==> config.mk <==
export PLATFORM = sky130hd
export DESIGN_NAME = sw_seq_feeder_flat
export DESIGN_NICKNAME = d
export VERILOG_FILES = /design/src/rtl/sw_seq_feeder_pkg.sv /design/src/rtl/sw_seq_feeder_if.sv /design/src/rtl/sw_seq_feeder_decode.sv /design/src/rtl/sw_seq_feeder.sv /design/src/flat_wrapper.sv
export SDC_FILE = /design/constraint.sdc
export NUM_CORES = 1
export LEC_CHECK = 0
export BUFFER_PORTS_ARGS = -buffer_cell sky130_fd_sc_hd__buf_2
export CAP_MARGIN = 25
export CORE_UTILIZATION = 55
export DETAILED_ROUTE_END_ITERATION = 8
export MAX_ROUTING_LAYER = met4
export PLACE_DENSITY = 0.77
export RECOVER_POWER = 50
export SYNTH_ARGS = -nofsm -noshare
export SYNTH_HDL_FRONTEND = slang
export SYNTH_SLANG_ARGS = --single-unit
==> constraint.sdc <==
create_clock -name clk -period 2.4 [get_ports clk]
set_clock_uncertainty 0.15 [all_clocks]
set_input_delay 0.48 -clock clk [delete_from_list [all_inputs] [get_ports clk]]
set_output_delay 0.48 -clock clk [all_outputs]
set_load 0.01 [all_outputs]
==> src/rtl/sw_seq_feeder_pkg.sv <==
`default_nettype none
// ============================================================================
//  Module      : sw_pkg
//  Description : Shared base codes, ASCII symbols, feeder state encoding and
//                default job lengths for the SW sequence feeder.
//  Revision    : 1.0 - initial release
// ============================================================================
package sw_pkg;

    // 2-bit base codes as consumed by the SW array
    localparam logic [1:0] c_BASE_A = 2'd0;
    localparam logic [1:0] c_BASE_C = 2'd1;
    localparam logic [1:0] c_BASE_G = 2'd2;
    localparam logic [1:0] c_BASE_T = 2'd3;

    localparam logic [7:0] c_ASCII_A_UP = 8'h41;
    localparam logic [7:0] c_ASCII_C_UP = 8'h43;
    localparam logic [7:0] c_ASCII_G_UP = 8'h47;
    localparam logic [7:0] c_ASCII_T_UP = 8'h54;
    localparam logic [7:0] c_ASCII_A_LO = 8'h61;
    localparam logic [7:0] c_ASCII_C_LO = 8'h63;
    localparam logic [7:0] c_ASCII_G_LO = 8'h67;
    localparam logic [7:0] c_ASCII_T_LO = 8'h74;

    localparam int c_LEN_REF   = 64;
    localparam int c_LEN_QUERY = 48;

    typedef enum logic [1:0] {
        ST_LOAD     = 2'd0,
        ST_BURST    = 2'd1,
        ST_WAIT_FIN = 2'd2,
        ST_RESULT   = 2'd3
    } feed_state_t;

endpackage : sw_pkg
`default_nettype wire

==> src/rtl/sw_seq_feeder_if.sv <==
`default_nettype none
// ============================================================================
//  Module      : sw_seq_feeder_if
//  Description : Host symbol stream, SW array link and result port of the
//                feeder. slave = feeder side, master = host/SW side.
//  Revision    : 1.0 - initial release
// ============================================================================
interface sw_seq_feeder_if #(
    parameter int WIDTH_SCORE     = 8,
    parameter int WIDTH_POS_REF   = 7,
    parameter int WIDTH_POS_QUERY = 6
);

    logic                       in_valid;
    logic                       in_ready;
    logic [7:0]                 in_sym;

    logic                       sw_valid;
    logic [1:0]                 sw_data_ref;
    logic [1:0]                 sw_data_query;
    logic                       sw_finish;
    logic [WIDTH_SCORE-1:0]     sw_max;
    logic [WIDTH_POS_REF-1:0]   sw_pos_ref;
    logic [WIDTH_POS_QUERY-1:0] sw_pos_query;

    logic                       res_valid;
    logic                       res_ready;
    logic [WIDTH_SCORE-1:0]     res_max;
    logic [WIDTH_POS_REF-1:0]   res_pos_ref;
    logic [WIDTH_POS_QUERY-1:0] res_pos_query;
    logic                       res_err;
    logic [15:0]                jobs_done;

    modport slave (
        input  in_valid, in_sym,
        output in_ready,
        output sw_valid, sw_data_ref, sw_data_query,
        input  sw_finish, sw_max, sw_pos_ref, sw_pos_query,
        output res_valid, res_max, res_pos_ref, res_pos_query, res_err, jobs_done,
        input  res_ready
    );

    modport master (
        output in_valid, in_sym,
        input  in_ready,
        input  sw_valid, sw_data_ref, sw_data_query,
        output sw_finish, sw_max, sw_pos_ref, sw_pos_query,
        input  res_valid, res_max, res_pos_ref, res_pos_query, res_err, jobs_done,
        output res_ready
    );

endinterface : sw_seq_feeder_if
`default_nettype wire

==> src/rtl/sw_seq_feeder_decode.sv <==
`default_nettype none
// ============================================================================
//  Module      : sw_sym_decode
//  Description : Host byte -> 2-bit base code plus illegal flag.
//                SW_FEED_ASCII_EN selects ASCII decoding; otherwise the low
//                two bits are the code and nothing is ever illegal.
//  Revision    : 1.0 - initial release
// ============================================================================
module sw_sym_decode
    import sw_pkg::*;
(
    input  logic [7:0] i_sym,
    output logic [1:0] o_code,
    output logic       o_illegal
);

`ifdef SW_FEED_ASCII_EN
    always_comb begin
        o_code    = c_BASE_A;
        o_illegal = 1'b0;
        case (i_sym)
            c_ASCII_A_UP, c_ASCII_A_LO: o_code = c_BASE_A;
            c_ASCII_C_UP, c_ASCII_C_LO: o_code = c_BASE_C;
            c_ASCII_G_UP, c_ASCII_G_LO: o_code = c_BASE_G;
            c_ASCII_T_UP, c_ASCII_T_LO: o_code = c_BASE_T;
            // unknown bytes store as A and flag the job
            default:                    o_illegal = 1'b1;
        endcase
    end
`else
    logic w_unused_hi;

    assign o_code      = i_sym[1:0];
    assign o_illegal   = 1'b0;
    assign w_unused_hi = ^i_sym[7:2];
`endif

endmodule : sw_sym_decode
`default_nettype wire

==> src/rtl/sw_seq_feeder.sv <==
`default_nettype none
// ============================================================================
//  Module      : sw_seq_feeder
//  Description : Buffers one job (ref + query) from a stalling host stream,
//                replays it to the SW array as a gapless burst, then returns
//                the SW result on a valid/ready port.
//                Build option SW_FEED_ASCII_EN: ASCII symbols + res_err.
//  Revision    : 1.0 - initial release
// ============================================================================
module sw_seq_feeder
    import sw_pkg::*;
#(
    parameter int WIDTH_SCORE     = 8,
    parameter int WIDTH_POS_REF   = 7,
    parameter int WIDTH_POS_QUERY = 6,
    parameter int LEN_REF         = c_LEN_REF,
    parameter int LEN_QUERY       = c_LEN_QUERY
)(
    input  logic             clk,
    input  logic             reset,
    sw_seq_feeder_if.slave   bus
);

    localparam int CNT_W  = $clog2(LEN_REF + LEN_QUERY);
    localparam int REF_AW = $clog2(LEN_REF);
    localparam int QRY_AW = $clog2(LEN_QUERY);

    localparam logic [CNT_W-1:0] c_LAST_BEAT = CNT_W'(LEN_REF + LEN_QUERY - 1);
    localparam logic [CNT_W-1:0] c_REF_LAST  = CNT_W'(LEN_REF - 1);
    localparam logic [CNT_W-1:0] c_REF_LEN   = CNT_W'(LEN_REF);
    localparam logic [CNT_W-1:0] c_QRY_LEN   = CNT_W'(LEN_QUERY);

    feed_state_t                r_state, w_state_nxt;
    logic [CNT_W-1:0]           r_cnt, w_cnt_nxt, w_cnt_inc;
    logic                       r_err, w_err_nxt;

    logic [1:0]                 r_ref_buf [LEN_REF];
    logic [1:0]                 r_qry_buf [LEN_QUERY];

    logic [1:0]                 w_code;
    logic                       w_illegal;
    logic                       w_in_ready;
    logic                       w_accept;

    logic [REF_AW-1:0]          w_ref_wr_idx;
    logic [QRY_AW-1:0]          w_qry_wr_idx;
    logic [CNT_W-1:0]           w_rd_idx;
    logic [1:0]                 w_rd_ref;
    logic [1:0]                 w_rd_qry;

    logic                       r_sw_valid, w_sw_valid_nxt;
    logic [1:0]                 r_sw_data_ref, w_sw_data_ref_nxt;
    logic [1:0]                 r_sw_data_query, w_sw_data_query_nxt;

    logic                       r_res_valid, w_res_valid_nxt;
    logic [WIDTH_SCORE-1:0]     r_res_max, w_res_max_nxt;
    logic [WIDTH_POS_REF-1:0]   r_res_pos_ref, w_res_pos_ref_nxt;
    logic [WIDTH_POS_QUERY-1:0] r_res_pos_query, w_res_pos_query_nxt;
    logic [15:0]                r_jobs_done, w_jobs_done_nxt;

    sw_sym_decode u_decode (
        .i_sym     (bus.in_sym),
        .o_code    (w_code),
        .o_illegal (w_illegal)
    );

    assign w_in_ready   = (r_state == ST_LOAD);
    assign w_accept     = bus.in_valid & w_in_ready;
    assign w_cnt_inc    = r_cnt + 1'b1;

    assign w_ref_wr_idx = REF_AW'(r_cnt);
    assign w_qry_wr_idx = QRY_AW'(r_cnt - c_REF_LEN);

    // Read one symbol ahead so sw_data_* can be registered with sw_valid
    assign w_rd_idx = (r_state == ST_BURST) ? w_cnt_inc : '0;
    assign w_rd_ref = r_ref_buf[REF_AW'(w_rd_idx)];
    assign w_rd_qry = (w_rd_idx < c_QRY_LEN) ? r_qry_buf[QRY_AW'(w_rd_idx)] : c_BASE_A;

    // Symbol storage is deliberately not reset
    always_ff @(posedge clk) begin
        if (!reset && w_accept) begin
            if (r_cnt < c_REF_LEN) begin
                r_ref_buf[w_ref_wr_idx] <= w_code;
            end else begin
                r_qry_buf[w_qry_wr_idx] <= w_code;
            end
        end
    end

    always_ff @(posedge clk) begin
        if (reset) begin
            r_state         <= ST_LOAD;
            r_cnt           <= '0;
            r_err           <= 1'b0;
            r_sw_valid      <= 1'b0;
            r_sw_data_ref   <= c_BASE_A;
            r_sw_data_query <= c_BASE_A;
            r_res_valid     <= 1'b0;
            r_res_max       <= '0;
            r_res_pos_ref   <= '0;
            r_res_pos_query <= '0;
            r_jobs_done     <= '0;
        end else begin
            r_state         <= w_state_nxt;
            r_cnt           <= w_cnt_nxt;
            r_err           <= w_err_nxt;
            r_sw_valid      <= w_sw_valid_nxt;
            r_sw_data_ref   <= w_sw_data_ref_nxt;
            r_sw_data_query <= w_sw_data_query_nxt;
            r_res_valid     <= w_res_valid_nxt;
            r_res_max       <= w_res_max_nxt;
            r_res_pos_ref   <= w_res_pos_ref_nxt;
            r_res_pos_query <= w_res_pos_query_nxt;
            r_jobs_done     <= w_jobs_done_nxt;
        end
    end

    always_comb begin
        w_state_nxt         = r_state;
        w_cnt_nxt           = r_cnt;
        w_err_nxt           = r_err;
        w_sw_valid_nxt      = 1'b0;
        w_sw_data_ref_nxt   = c_BASE_A;
        w_sw_data_query_nxt = c_BASE_A;
        w_res_valid_nxt     = r_res_valid;
        w_res_max_nxt       = r_res_max;
        w_res_pos_ref_nxt   = r_res_pos_ref;
        w_res_pos_query_nxt = r_res_pos_query;
        w_jobs_done_nxt     = r_jobs_done;

        case (r_state)
            ST_LOAD: begin
                if (w_accept) begin
                    w_err_nxt = r_err | w_illegal;
                    if (r_cnt == c_LAST_BEAT) begin
                        // first burst beat leaves on the very next cycle
                        w_state_nxt         = ST_BURST;
                        w_cnt_nxt           = '0;
                        w_sw_valid_nxt      = 1'b1;
                        w_sw_data_ref_nxt   = w_rd_ref;
                        w_sw_data_query_nxt = w_rd_qry;
                    end else begin
                        w_cnt_nxt = w_cnt_inc;
                    end
                end
            end

            ST_BURST: begin
                if (r_cnt == c_REF_LAST) begin
                    w_state_nxt = ST_WAIT_FIN;
                    w_cnt_nxt   = '0;
                end else begin
                    w_cnt_nxt           = w_cnt_inc;
                    w_sw_valid_nxt      = 1'b1;
                    w_sw_data_ref_nxt   = w_rd_ref;
                    w_sw_data_query_nxt = w_rd_qry;
                end
            end

            ST_WAIT_FIN: begin
                if (bus.sw_finish) begin
                    w_state_nxt         = ST_RESULT;
                    w_res_valid_nxt     = 1'b1;
                    w_res_max_nxt       = bus.sw_max;
                    w_res_pos_ref_nxt   = bus.sw_pos_ref;
                    w_res_pos_query_nxt = bus.sw_pos_query;
                end
            end

            ST_RESULT: begin
                if (bus.res_ready) begin
                    w_state_nxt     = ST_LOAD;
                    w_res_valid_nxt = 1'b0;
                    w_err_nxt       = 1'b0;
                    w_cnt_nxt       = '0;
                    w_jobs_done_nxt = r_jobs_done + 16'd1;
                end
            end

            default: begin
                w_state_nxt = ST_LOAD;
                w_cnt_nxt   = '0;
            end
        endcase
    end

    assign bus.in_ready      = w_in_ready;
    assign bus.sw_valid      = r_sw_valid;
    assign bus.sw_data_ref   = r_sw_data_ref;
    assign bus.sw_data_query = r_sw_data_query;
    assign bus.res_valid     = r_res_valid;
    assign bus.res_max       = r_res_max;
    assign bus.res_pos_ref   = r_res_pos_ref;
    assign bus.res_pos_query = r_res_pos_query;
    assign bus.jobs_done     = r_jobs_done;

`ifdef SW_FEED_ASCII_EN
    assign bus.res_err = r_err;
`else
    logic w_unused_err;

    assign w_unused_err = r_err;
    assign bus.res_err  = 1'b0;
`endif

endmodule : sw_seq_feeder
`default_nettype wire
==> src/flat_wrapper.sv <==
// flat-port wrapper written by rule: the top's interface ports become plain ports
module sw_seq_feeder_flat import sw_pkg::*;
#(
    parameter int WIDTH_SCORE     = 8,
    parameter int WIDTH_POS_REF   = 7,
    parameter int WIDTH_POS_QUERY = 6,
    parameter int LEN_REF         = c_LEN_REF,
    parameter int LEN_QUERY       = c_LEN_QUERY
)
  (clk, reset, bus_in_valid, bus_in_sym, bus_in_ready, bus_sw_valid, bus_sw_data_ref, bus_sw_data_query, bus_sw_finish, bus_sw_max, bus_sw_pos_ref, bus_sw_pos_query, bus_res_valid, bus_res_max, bus_res_pos_ref, bus_res_pos_query, bus_res_err, bus_jobs_done, bus_res_ready);
  sw_seq_feeder_if #(.WIDTH_SCORE(WIDTH_SCORE), .WIDTH_POS_REF(WIDTH_POS_REF), .WIDTH_POS_QUERY(WIDTH_POS_QUERY)) bus_i ();
  input  logic clk;
  input  logic reset;
  input wire logic [$bits(bus_i.in_valid)-1:0] bus_in_valid;
  input wire logic [$bits(bus_i.in_sym)-1:0] bus_in_sym;
  output wire logic [$bits(bus_i.in_ready)-1:0] bus_in_ready;
  output wire logic [$bits(bus_i.sw_valid)-1:0] bus_sw_valid;
  output wire logic [$bits(bus_i.sw_data_ref)-1:0] bus_sw_data_ref;
  output wire logic [$bits(bus_i.sw_data_query)-1:0] bus_sw_data_query;
  input wire logic [$bits(bus_i.sw_finish)-1:0] bus_sw_finish;
  input wire logic [$bits(bus_i.sw_max)-1:0] bus_sw_max;
  input wire logic [$bits(bus_i.sw_pos_ref)-1:0] bus_sw_pos_ref;
  input wire logic [$bits(bus_i.sw_pos_query)-1:0] bus_sw_pos_query;
  output wire logic [$bits(bus_i.res_valid)-1:0] bus_res_valid;
  output wire logic [$bits(bus_i.res_max)-1:0] bus_res_max;
  output wire logic [$bits(bus_i.res_pos_ref)-1:0] bus_res_pos_ref;
  output wire logic [$bits(bus_i.res_pos_query)-1:0] bus_res_pos_query;
  output wire logic [$bits(bus_i.res_err)-1:0] bus_res_err;
  output wire logic [$bits(bus_i.jobs_done)-1:0] bus_jobs_done;
  input wire logic [$bits(bus_i.res_ready)-1:0] bus_res_ready;
  assign bus_i.in_valid = bus_in_valid;
  assign bus_i.in_sym = bus_in_sym;
  assign bus_in_ready = bus_i.in_ready;
  assign bus_sw_valid = bus_i.sw_valid;
  assign bus_sw_data_ref = bus_i.sw_data_ref;
  assign bus_sw_data_query = bus_i.sw_data_query;
  assign bus_i.sw_finish = bus_sw_finish;
  assign bus_i.sw_max = bus_sw_max;
  assign bus_i.sw_pos_ref = bus_sw_pos_ref;
  assign bus_i.sw_pos_query = bus_sw_pos_query;
  assign bus_res_valid = bus_i.res_valid;
  assign bus_res_max = bus_i.res_max;
  assign bus_res_pos_ref = bus_i.res_pos_ref;
  assign bus_res_pos_query = bus_i.res_pos_query;
  assign bus_res_err = bus_i.res_err;
  assign bus_jobs_done = bus_i.jobs_done;
  assign bus_i.res_ready = bus_res_ready;
  sw_seq_feeder #(.WIDTH_SCORE(WIDTH_SCORE), .WIDTH_POS_REF(WIDTH_POS_REF), .WIDTH_POS_QUERY(WIDTH_POS_QUERY), .LEN_REF(LEN_REF), .LEN_QUERY(LEN_QUERY)) u_core (.clk(clk), .reset(reset), .bus(bus_i));
endmodule
==> results.py, run 1 <==
metrics = {
    "pwr": {
        "seqPwrFrac_pct": 53.7,
        "power_switching_mw": 2.02,
        "clockPowerShare_pct": 41.4,
        "cellPowerDensity_mw_per_mm2": 685,
        "internal_power_mw": 7.63,
        "leakage_nw": 4.61,
        "p_comb_share_pct": 4.8,
        "ir_drop_v": 0.000426,
        "netSwitchingFraction_pct": 20.9,
        "power_mw": 9.65,
    },
    "timing": {
        "post-route-min-period_ns": 2.33,
        "worstMarginPinSlew_ns": 2.16,
        "period_share_pct": 97.1,
        "setup_viol": 0,
        "slew_headroom_pct": -44.0,
        "fmax_mhz": 429,
        "rsz0062_at_grt": "yes",
        "slew_violations": 195,
        "hold_slack_ns": 0.0281,
        "fin_ws_ns": 0.0688,
        "hold_viol": 0,
        "setup_tns_ns": 0,
    },
    "run_status": {
        "outcome": "complete, but fails checks",
        "failed_checks": "capacitance limit, slew limit",
    },
    "routing": {
        "wl_per_cell_um": 20.3,
        "avgViaCountPerCell": 6.07,
        "drt-pass1-iter-count": 5,
        "wirelength_um": 28600,
        "initialDrtViolationCount": 686,
        "drc": 0,
        "postRouteAntennaNets": 0,
        "vias": 8569,
    },
    "setup_path": {
        "cp_slowest_cell": "dfxtp_4",
        "startpoint": "u_core.r_cnt[0]$_SDFFE_PP0P_",
        "crit_chain": "ha_4 > buf_4 > nand3_2 > o311a_1 > o211ai_1 > nand2b_1 > a21oi_1 > nand4b_1",
        "startpoint_type": "flip-flop",
        "rr_worst_depth": 8,
        "r2r_slack_ns": 0.07,
        "cp_top_family": "compound AO/OA/AOI/OAI gates",
        "rr_startpoint": "u_core.r_cnt[0]$_SDFFE_PP0P_",
        "worstSetupPathDepth": 8,
        "slowest_delay_ns": 0.40,
        "critPathKind": "flip-flop to flip-flop",
        "r2r_end": "u_core.bus.sw_data_ref[1]$_SDFF_PP0_",
        "endpoint": "u_core.bus.sw_data_ref[1]$_SDFF_PP0_",
        "cp.arrival_ns": 2.57,
        "required_ns": 2.64,
        "cp-end-kind": "flip-flop",
        "cp_num_buf_inv": 1,
        "worst-path-max-fanout": 4,
    },
    "clock_network": {
        "hold_buffers": 0,
        "clk_path_buf_depth": 3,
        "cts_buffers": 28,
        "worstSkewPairLatency_ns": 0.53,
        "htree_levels": 1,
        "clk_pin_slew_ns": 0.06,
        "cts_tree": "yes",
        "cts-root-buf": "clkbuf_16",
        "cts_sinks": 276,
    },
    "job": {
        "maxCapViolCount": 2,
    },
    "grt": {
        "grt_usage_pct": 26.4,
        "grt_pass1_wl_um": 44000,
        "grtUsageMet1_pct": 34.4,
        "use_met3_pct": 3.39,
        "grt_max_degree": 113,
        "overflow": 0,
        "antenna_found_initial": 0,
        "grt-busiest-layer": "met2",
        "first_global_vias": 8359,
        "met2_usage_pct": 43.2,
    },
    "synthesis": {
        "synth_cell_type_count": 77,
        "synth_edf_count": 224,
        "synth_seq_cells": 276,
        "syn-num-nets": 1046,
        "synth_area_mm2": 0.0121,
        "synth_top_flop_cell": "edfxtp_1",
        "ys_seq_area_share_pct": 64.1,
        "netlist_instances": 1006,
        "ys_warn_count": 0,
        "async_reset_ff_share_pct": 0,
        "syn_area_per_cell_um2": 12.1,
    },
    "final_layout": {
        "antennaDiodeCount": 0,
        "multiInputGateArea_mm2": 0.00404,
        "fin_nets": 1157,
        "nFillCells": 1574,
        "area_delta_synth_final_pct": 16.1,
        "final_area_mm2": 0.0141,
        "register_area_mm2": 0.00777,
        "final_common_cell": "edfxtp_1",
        "drive_gt1_share_pct": 18.2,
        "mostFrequentLayoutCells": "224 x edfxtp_1, 149 x nor2_1, 98 x nand2_1",
    },
    "place": {
        "dp_slack_ns": -0.0188,
        "gp_congestion": 0.900,
        "place_area_mm2": 0.0132,
        "dp_hpwl_um": 18300,
        "port_buffers": 71,
    },
    "min_path": {
        "hp-class": "input port to flip-flop",
    },
    "floorplan": {
        "core_mm2": 0.0213,
        "die_y_um": 150,
        "die_area_mm2": 0.0226,
        "die_x_um": 150,
        "std_cell_rows": 53,
        "start_util_pct": 57.0,
        "ios": 79,
    },
}
-- cell usage after synthesis, types with 5 or more instances --
master / count / share of area (%)
edfxtp_1: 224 / 55
nor2_1: 155 / 4.8
nand2_1: 98 / 3.0
dfxtp_1: 52 / 8.6
a21oi_1: 45 / 1.9
o22ai_1: 32 / 1.7
clkbuf_1: 29 / 0.90
mux2i_1: 28 / 2.3
buf_2: 24 / 0.99
nand3_1: 24 / 0.99
o21ai_0: 17 / 0.70
a211oi_1: 15 / 0.93
nor2b_1: 14 / 0.72
inv_1: 13 / 0.40
mux4_2: 12 / 2.2
a31oi_1: 11 / 0.57
or3_1: 11 / 0.57
nand4_1: 10 / 0.52
nor3_1: 10 / 0.41
o221ai_1: 10 / 0.72
and2_1: 9 / 0.46
buf_4: 9 / 0.56
nand3b_1: 9 / 0.56
xor2_1: 9 / 0.65
nand2b_1: 8 / 0.41
o2111ai_1: 7 / 0.51
o211ai_1: 7 / 0.43
o21ai_1: 7 / 0.29
buf_1: 6 / 0.19
ha_1: 6 / 0.62
xnor2_1: 6 / 0.43
buf_6: 5 / 0.46
-- worst min-delay path by stage --
| stage | start | to | depth (start not counted) |
|---|---|---|---|
| 2_1_floorplan | u_core.bus.res_max[0]$_SDFFE_PP0P_ | u_core.bus.res_max[0]$_SDFFE_PP0P_ | 2 |
| 3_3_place_gp | u_core.bus.res_pos_query[1]$_SDFFE_PP0P_ | u_core.bus.res_pos_query[1]$_SDFFE_PP0P_ | 2 |
| 3_5_place_dp | u_core.bus.res_max[3]$_SDFFE_PP0P_ | u_core.bus.res_max[3]$_SDFFE_PP0P_ | 2 |
| 4_1_cts | bus_sw_pos_query[1] | u_core.bus.res_pos_query[1]$_SDFFE_PP0P_ | 3 |
| 5_1_grt | bus_sw_pos_query[0] | u_core.bus.res_pos_query[0]$_SDFFE_PP0P_ | 3 |
| 6_report | bus_sw_max[7] | u_core.bus.res_max[7]$_SDFFE_PP0P_ | 3 |
-- through the flow --
stage | utilization, % | cells
3_3_place_gp | 61.8 | 1360
3_5_place_dp | 61.8 | 1360
2_1_floorplan | - | 1006
4_1_cts | 65.9 | 1410
6_report | 66.1 | 1412
5_1_grt | 66.1 | 1412
-- tightest hold or removal path: cells and delay by family --
family                 cells  cell delay [ns]
AO/OA/AOI/OAI              1             0.05
buffers and inverters      1             0.09
AND/OR/NAND/NOR            1             0.04
-- power groups by stage --
stage | Clock (mW) | Combinational (mW) | Sequential [mW]
floorplan | 0 | 0.240 | 5.28
global placement | 0 | 0.442 | 5.28
detailed placement | 0 | 0.451 | 5.28
CTS | 4.05 | 0.453 | 5.18
global route | 4.21 | 0.496 | 5.18
finish | 3.99 | 0.467 | 5.18
-- metal layers --
| metal | wire length, um | vias up |
|---|---|---|
| met5 | 0 | - |
| met4 | 765 | 0 |
| met3 | 2710 | 62 |
| met2 | 13800 | 439 |
| met1 | 11400 | 4112 |
| li1 | - | 3956 |
-- layout make-up --
type                            count  share of cell area, %
Clock buffer                       36                   5.56
Inverter                           15                  0.400
Tap cell                          275                   2.44
Timing Repair Buffer              154                   7.23
Clock inverter                     14                  0.480
Multi-Input combinational cell    642                   28.7
Sequential cell                   276                   55.2
-- registers in the layout, summed over array words and instances (netlist names), 2 cells and up --
signal and flops:
u_core.r_ref_buf 128, u_core.r_qry_buf 96, u_core.bus.jobs_done 16, u_core.bus.res_max 8, u_core.bus.res_pos_ref 7, u_core.r_cnt 7, u_core.bus.res_pos_query 6, u_core.bus.sw_data_query 2
u_core.bus.sw_data_ref 2, u_core.r_state 2
-- logic make-up after synthesis --
logic type | Yosys count | share of synthesized area [%]
AO/OA/AOI/OAI | 191 | 10.6
XOR/XNOR | 18 | 1.49
adder cells (fa/ha/maj) | 6 | 0.619
buffers and inverters | 88 | 3.56
flip-flops | 276 | 64.1
multiplexers | 47 | 5.19
other | 1 | 0.0309
AND/OR/NAND/NOR | 379 | 14.5
-- what timing repair did --
action	CTS	global route
buffers inserted	0	1
endpoints found under the setup margin	3	27
endpoints found under the hold margin	0	0
gates resized for setup	4	23
cloned	0	1
pin swaps	0	2
No activity file was read; power rests on OpenSTA's default activity.
==> run 2: changes to the inputs <==
--- a/config.mk
+++ b/config.mk
@@ -14,4 +14,5 @@
 export RECOVER_POWER = 50
 export SYNTH_ARGS = -nofsm -noshare
 export SYNTH_HDL_FRONTEND = slang
+export SYNTH_HIERARCHICAL = 1
 export SYNTH_SLANG_ARGS = --single-unit
==> results.py, run 2 <==
metrics = {
    "grt": {
        "grt_pass1_wl_um": 44900,
        "overflow": 0,
        "first_global_vias": 8383,
        "antenna_found_initial": 0,
        "grt_max_degree": 113,
        "grt_usage_pct": 27.5,
    },
    "final_layout": {
        "fin_nets": 1164,
        "regMostFlops": "u_core/r_ref_buf",
        "antennaDiodeCount": 0,
        "final_common_cell": "edfxtp_1",
        "mostFrequentLayoutCells": "224 x edfxtp_1, 153 x nor2_1, 102 x nand2_1",
        "area_delta_synth_final_pct": 18.7,
        "drive_gt1_share_pct": 20.8,
        "largest_reg_flops": 128,
        "final_area_mm2": 0.0142,
    },
    "setup_path": {
        "cp-end-kind": "flip-flop",
        "worst-path-max-fanout": 10,
        "r2r_slack_ns": -0.02,
        "rr_worst_depth": 8,
        "startpoint_type": "flip-flop",
        "slowest_delay_ns": 0.39,
        "critPathKind": "flip-flop to flip-flop",
        "startpoint": "u_core/r_cnt[0]$_SDFFE_PP0P_",
        "r2r_end": "u_core/bus.sw_data_query[1]$_SDFF_PP0_",
        "endpoint": "u_core/bus.sw_data_query[1]$_SDFF_PP0_",
        "cp.arrival_ns": 2.69,
        "crit_chain": "ha_4 > xnor2_2 > buf_4 > o21ai_0 > a221o_1 > nand3_1 > a21oi_1 > nor4_1",
        "rr_startpoint": "u_core/r_cnt[0]$_SDFFE_PP0P_",
        "required_ns": 2.67,
        "cp_slowest_cell": "dfxtp_4",
    },
    "clock_network": {
        "htree_levels": 1,
        "clk_path_buf_depth": 3,
        "cts_sinks": 276,
        "clk_pin_slew_ns": 0.06,
        "cts_buffers": 28,
        "cts-root-buf": "clkbuf_16",
        "cts_tree": "yes",
        "worstSkewPairLatency_ns": 0.54,
    },
    "timing": {
        "hold_viol": 0,
        "fin_ws_ns": -0.0202,
        "setup_tns_ns": -0.0202,
        "slew_violations": 113,
        "fmax_mhz": 413,
        "rsz0062_at_grt": "yes",
        "worstMarginPinSlew_ns": 2.14,
        "slew_headroom_pct": -42.4,
        "period_share_pct": 101,
        "post-route-min-period_ns": 2.42,
        "setup_viol": 1,
    },
    "synthesis": {
        "netlist_instances": 990,
        "syn-num-nets": 1030,
        "syn_area_per_cell_um2": 12.1,
        "ys_warn_count": 6,
        "synth_area_mm2": 0.0120,
    },
    "floorplan": {
        "die_area_mm2": 0.0224,
        "core_mm2": 0.0212,
        "start_util_pct": 56.5,
        "die_x_um": 150,
        "ios": 79,
        "std_cell_rows": 53,
        "die_y_um": 150,
    },
    "run_status": {
        "outcome": "complete, but fails checks",
        "failed_checks": "capacitance limit, slew limit, setup timing",
    },
    "pwr": {
        "ir_drop_v": 0.000497,
        "cellPowerDensity_mw_per_mm2": 697,
        "power_mw": 9.91,
        "leakage_nw": 4.73,
    },
    "min_path": {
        "hp-class": "input port to flip-flop",
    },
    "place": {
        "dp_slack_ns": -0.0436,
        "gp_congestion": 0.907,
        "dp_hpwl_um": 19200,
        "port_buffers": 71,
        "place_area_mm2": 0.0132,
    },
    "job": {
        "maxCapViolCount": 1,
    },
    "routing": {
        "initialDrtViolationCount": 1057,
        "avgViaCountPerCell": 6.16,
        "drt-pass1-iter-count": 5,
        "vias": 8756,
        "wl_per_cell_um": 21.2,
        "wirelength_um": 30100,
        "drc": 0,
        "postRouteAntennaNets": 0,
    },
}
-- run 2: final cells by class --
class	count	area (um2)
flip-flops and latches	276	7770
fillers	1556	7000
multi-input cells	629	3940
repair buffers	173	1190
clock buffers	39	802
well taps	275	344
clock inverters	13	110
inverters	16	63.8
-- run 2: repair_timing --
action,CTS,global route
cloned,0,2
endpoints found under the setup margin,4,8
pin swaps,0,2
hold buffers,0,0
buffers inserted,0,3
resized for setup,2,30
-- run 2: worst min path at each step --
stage / startpoint / end / depth (start not counted)
2_1_floorplan: u_core/bus.res_max[0]$_SDFFE_PP0P_ / u_core/bus.res_max[0]$_SDFFE_PP0P_ / 2
3_3_place_gp: u_core/bus.res_max[5]$_SDFFE_PP0P_ / u_core/bus.res_max[5]$_SDFFE_PP0P_ / 2
3_5_place_dp: u_core/bus.res_pos_query[1]$_SDFFE_PP0P_ / u_core/bus.res_pos_query[1]$_SDFFE_PP0P_ / 2
4_1_cts: bus_sw_max[2] / u_core/bus.res_max[2]$_SDFFE_PP0P_ / 3
5_1_grt: bus_sw_pos_ref[5] / u_core/bus.res_pos_ref[5]$_SDFFE_PP0P_ / 3
6_report: bus_sw_max[2] / u_core/bus.res_max[2]$_SDFFE_PP0P_ / 3
-- run 2: power breakdown --
part           internal (mW)  total (mW)  switching (mW)
sequential              5.18        5.18         0.00783
clock                   2.45        4.22            1.77
combinational          0.186       0.511           0.326
total                   7.81        9.91            2.10
-- run 2: worst max-delay path: cells and delay by family (launching register included) --
kind	cells	cell delay (ns)
AO/OA/AOI/OAI	3	0.55
XOR/XNOR	1	0.30
adder cells (fa/ha/maj)	1	0.22
buffers and inverters	1	0.26
flip-flops	1	0.39
AND/OR/NAND/NOR	2	0.44
-- run 2: per-stage QoR --
step / instances / hold slack [ns] / utilization [%]
floorplan: 990 / 0.331 / -
global placement: 1364 / 0.289 / 62.1
detailed placement: 1364 / 0.294 / 62.1
CTS: 1416 / 0.00778 / 66.5
global route: 1421 / 0.0183 / 67.0
finish: 1421 / 0.0260 / 67.0
-- run 2: metal layers --
metal	vias to the layer above	GRT usage [%]	routed length, um
met5	-	-	0
met4	0	9.80	867
met3	72	4.45	2990
met2	471	43.6	14400
met1	4255	35.9	11800
li1	3958	-	-
